===== src/rtl/demux_pkg.sv =====
// Shared constants for the 1-to-4 stream demultiplexer.
// Channel count, select width, counter width and the idle output value.
package demux_pkg;
   localparam int unsigned CH_N  = 4;
   localparam int unsigned SEL_W = 2;
   localparam int unsigned CNT_W = 16;
   // Value shown on a channel that holds no valid data
   localparam int unsigned IDLE_VAL = 0;
endpackage


===== src/rtl/demux_slot.sv =====
// One-entry holding register for a single demux output channel.
// Ports: clk, rst, load/data (fill), ready (consumer take), valid/hold/free.
module demux_slot
   import demux_pkg::*;
#(
   parameter int unsigned WIDTH = 8
) (
   input  logic             clk,
   input  logic             rst,
   input  logic             load,
   input  logic [WIDTH-1:0] data,
   input  logic             ready,
   output logic             valid,
   output logic [WIDTH-1:0] hold,
   output logic             free
);

   // Free when empty or draining this cycle, so refill needs no bubble
   assign free = ~valid | ready;

   always_ff @(posedge clk) begin
      if (rst) begin
         valid <= 1'b0;
         hold  <= WIDTH'(IDLE_VAL);
      end else if (load) begin
         valid <= 1'b1;
         hold  <= data;
      end else if (valid && ready) begin
         // Drained entries read as idle
         valid <= 1'b0;
         hold  <= WIDTH'(IDLE_VAL);
      end
   end

endmodule


===== src/rtl/demux_stream.sv =====
// Registered 1-to-4 demultiplexer with valid/ready handshake.
// Ports: CLK, RST, EN, IN/SEL/IN_VALID/IN_READY, OUT0..3, OUT_VALID, OUT_READY, ACC_CNT.
module demux_stream
   import demux_pkg::*;
#(
   parameter int unsigned WIDTH = 8
) (
   input  logic              CLK,
   input  logic              RST,
   input  logic              EN,
   input  logic [WIDTH-1:0]  IN,
   input  logic [SEL_W-1:0]  SEL,
   input  logic              IN_VALID,
   output logic              IN_READY,
   output logic [WIDTH-1:0]  OUT0,
   output logic [WIDTH-1:0]  OUT1,
   output logic [WIDTH-1:0]  OUT2,
   output logic [WIDTH-1:0]  OUT3,
   output logic [CH_N-1:0]   OUT_VALID,
   input  logic [CH_N-1:0]   OUT_READY,
   output logic [CNT_W-1:0]  ACC_CNT
);

   logic [CH_N-1:0]  free;
   logic [CH_N-1:0]  load;
   logic [WIDTH-1:0] hold [CH_N];
   logic             accept;

   // Ready depends on SEL, never on IN_VALID
   assign IN_READY = EN & ~RST & free[SEL];
   assign accept   = IN_VALID & IN_READY;

   always_comb begin
      load = '0;
      if (accept) load[SEL] = 1'b1;
   end

   for (genvar n = 0; n < CH_N; n++) begin : g_slot
      demux_slot #(.WIDTH(WIDTH)) u_slot (
         .clk   (CLK),
         .rst   (RST),
         .load  (load[n]),
         .data  (IN),
         .ready (OUT_READY[n]),
         .valid (OUT_VALID[n]),
         .hold  (hold[n]),
         .free  (free[n])
      );
   end

   assign OUT0 = hold[0];
   assign OUT1 = hold[1];
   assign OUT2 = hold[2];
   assign OUT3 = hold[3];

   always_ff @(posedge CLK) begin
      if (RST) ACC_CNT <= '0;
      else if (accept) ACC_CNT <= ACC_CNT + 1'b1;
   end

endmodule


===== config.mk =====
export PLATFORM = sky130hd
export DESIGN_NAME = demux_stream
export DESIGN_NICKNAME = d
export VERILOG_FILES = /design/src/rtl/demux_pkg.sv /design/src/rtl/demux_slot.sv /design/src/rtl/demux_stream.sv
export SDC_FILE = /design/constraint.sdc
export NUM_CORES = 1
export LEC_CHECK = 0
export CORE_MARGIN = 10
export CORE_UTILIZATION = 41
export DETAILED_ROUTE_END_ITERATION = 8
export PLACE_DENSITY = 0.75
export SETUP_SLACK_MARGIN = 0.3
export SKIP_CTS_REPAIR_TIMING = 1
export SYNTH_ARGS = -nofsm -noshare
export SYNTH_HDL_FRONTEND = slang
export SYNTH_SLANG_ARGS = --single-unit

===== constraint.sdc =====
create_clock -name CLK -period 1.6 [get_ports CLK]
set_input_delay 0.16 -clock CLK [delete_from_list [all_inputs] [get_ports CLK]]
set_output_delay 0.16 -clock CLK [all_outputs]
set_load 0.03 [all_outputs]

==> results.py <==
metrics = {
    "status": {
        "outcome": "complete, but fails checks",
        "failed_checks": "negative setup slack",
    },
    "finish": {
        "syn_to_final_growth_pct": 83.4,
        "fillCellCount": 303,
        "drive_gt1_frac": 0.449,
        "fin_nets": 371,
        "multi_input_area_mm2": 0.00157,
        "diodes": 0,
        "regArea_mm2": 0.00108,
        "layout.cells.non_filler": 422,
    },
    "job": {
        "maxCapViolCount": 0,
    },
    "drt": {
        "drc": 0,
        "vias_per_cell": 5.54,
        "wl_per_cell_um": 18.9,
        "wl_um": 7960,
        "dr.pass1.iters": 4,
        "ant_nets": 0,
        "vias": 2338,
        "drt_iter0_drc": 62,
    },
    "die": {
        "io_pins": 71,
        "core_mm2": 0.00517,
        "rows": 26,
        "die_y_um": 93.6,
        "start_util": 0.429,
        "die_x_um": 93.6,
        "die_area_mm2": 0.00876,
    },
    "sta": {
        "setup_ws_ns": -0.0456,
        "period_minus_slack_ns": 1.65,
        "rsz0062_at_grt": "yes",
        "hold_viol_final": 0,
        "finalSetupTns_ns": -0.0890,
        "skew_ns": 0.0114,
        "tightest_slew_ns": 0.632,
        "finalMaxSlewViolations": 0,
        "post-route-period-util": 1.03,
        "setup_viol": 2,
        "slew_headroom": 0.578,
        "max_freq_mhz": 608,
    },
    "pwr": {
        "switching_share": 0.266,
        "leakagePower_nw": 2.32,
        "ir_drop_mv": 0.495,
        "p_total_mw": 2.37,
        "p_int_mw": 1.74,
        "pwr-share-comb": 0.135,
        "switchingPower_uw": 630,
        "power_frac_seq": 0.550,
        "power.share.clock": 0.316,
        "power_density_mw_per_mm2": 583,
    },
    "synth": {
        "syn_nets": 269,
        "synthArstFlopShare": 0,
        "ys_warn_count": 0,
        "synthCells": 250,
        "synthXorXnorAreaFrac": 0.0395,
        "synthAdderAreaFrac": 0.00564,
        "synth-simple-area-share": 0.329,
        "syn_area_mm2": 0.00222,
        "synth_compound_area_frac": 0.109,
        "ys_types": 32,
        "synthTopCellsByArea": "dfxtp_1, nand3_1, a21oi_1",
        "synthMuxAreaShare": 0,
        "synth-edff-count": 0,
        "yosys_register_bits": 52,
        "synth_top_family_by_area": "simple AND/OR/NAND/NOR gates",
        "synthMostInstantiatedCell": "dfxtp_1",
        "ys_top_cells_by_count": "dfxtp_1, nand3_1, a21oi_1",
        "synthFlopType": "dfxtp_1",
        "yosysTopAreaCellShare": 0.469,
        "yosysTopAreaCell": "dfxtp_1",
        "seq_area_frac_synth": 0.469,
        "avgSynthCellArea_um2": 8.88,
    },
    "global_routing": {
        "grt_usage": 0.141,
        "grt_max_degree": 27,
        "grt_pass1_vias": 2163,
        "gr-total-overflow": 0,
        "grt_pass1_wl_um": 10100,
        "antenna_found_initial": 0,
    },
    "place": {
        "place_ws_ns": -0.454,
        "portBuffers": 70,
        "place_hpwl_um": 4790,
        "gp_congestion": 0.838,
        "dp.cells": 399,
    },
    "clock_tree": {
        "cts.sinks": 52,
        "cts_tree": "yes",
        "cts.path.max_buffers": 2,
        "path_clk_slew_ns": 0.09,
        "htree_levels": 2,
        "numCtsBuffers": 5,
        "clkLatencyLatePin_ns": 0.31,
        "cts_root_buffer": "clkbuf_8",
    },
    "critical_path": {
        "required_ns": 1.44,
        "crit_arrival_ns": 1.49,
        "rr_worst_depth": 5,
        "r2r_end": "ACC_CNT[13]",
        "start_kind": "flip-flop",
        "endpoint_kind": "output pin",
        "cp_max_fo": 2,
        "rr_startpoint": "g_slot[2].u_slot.valid",
        "critPathKind": "flip-flop to output pin",
        "r2r_slack_ns": -0.04,
    },
    "hold_path": {
        "min-delay-start": "OUT_READY[3]",
        "hold_path_end": "g_slot[3].u_slot.valid",
        "whs_path_depth": 3,
        "hp-class": "input pin to flip-flop",
    },
}
-- cell families after synthesis --
group,Yosys count
buffers and inverters,18
AOI/OAI and AO/OA,48
adders and majority gates,1
xor gates and xnor gates,10
and+or+nand+nor,121
DFF,52
-- cells in the final DEF (no fill, tap or decap), types with 3 or more instances in the layout --
master           instances
buf_6                   17
dfxtp_4                  9
a21oi_1                  3
nand2_4                  3
xor2_1                   6
nand4b_4                 4
nand2b_1                13
buf_4                   22
o21ai_0                  3
nand3_2                 25
a21oi_2                 25
o21ai_2                  3
dfxtp_1                 41
clkbuf_8                 5
clkdlybuf4s50_1         12
or3_4                    3
nand2_2                 16
o21ai_1                 13
nor2_1                  11
nand2_1                  3
nand3_1                 15
nand4_1                  5
xnor2_1                  4
dlymetal6s2s_1          56
nor4_4                   3
-- cell type report --
cell class              count  area share
multi-input cells         182       0.385
flip-flops and latches     52       0.265
clock buffers               5      0.0169
clock inverters             2     0.00369
well taps                  70      0.0215
repair buffers            111       0.308
-- flip-flops by register name, indices dropped and copies added, names as in the netlist --
signal               cells
g_slot.u_slot.hold      32
ACC_CNT                 16
g_slot.u_slot.valid      4
-- routing by layer --
metal	up-vias	global-route usage	wire length [µm]
met5	-	0	0
met3	19	0.0679	592
met4	0	0.0380	185
met2	77	0.233	4070
li1	1107	-	-
met1	1135	0.158	3110
-- worst max-delay path by stage --
| stage | slack (ns) | from | to |
|---|---|---|---|
| after floorplan | 0.05 | ACC_CNT[11] | ACC_CNT[15] |
| after global placement | -0.41 | SEL[0] | ACC_CNT[13] |
| after detailed placement | -0.45 | SEL[0] | ACC_CNT[12] |
| after CTS | -0.26 | SEL[0] | IN_READY |
| after global routing | -0.12 | g_slot[1].u_slot.valid | IN_READY |
| final | -0.05 | g_slot[1].u_slot.valid | IN_READY |
-- power groups by stage --
| stage | logic (mW) | registers, mW | clock network [mW] |
|---|---|---|---|
| detailed placement | 0.242 | 1.33 | 0 |
| finish | 0.319 | 1.30 | 0.748 |
| global route | 0.336 | 1.31 | 0.810 |
| floorplan | 0.0938 | 1.36 | 0 |
| global placement | 0.242 | 1.33 | 0 |
| CTS | 0.243 | 1.30 | 0.764 |
-- stage by stage --
step / area, µm² / hold slack, ns / utilization
after floorplan: 2310 / 0.296 / -
after global placement: 3190 / 0.447 / 0.617
after detailed placement: 3190 / 0.453 / 0.617
after CTS: 3270 / 0.463 / 0.633
after global routing: 4070 / 0.261 / 0.787
final: 4070 / 0.240 / 0.787
-- worst max-delay path, cell delays in order, from the launching register on --
cell and delay, ns:
dfxtp_2 0.34, nor4bb_4 0.35, nor3_4 0.09, and4b_2 0.27, buf_6 0.14
No activity file was read; power rests on OpenSTA's default activity.
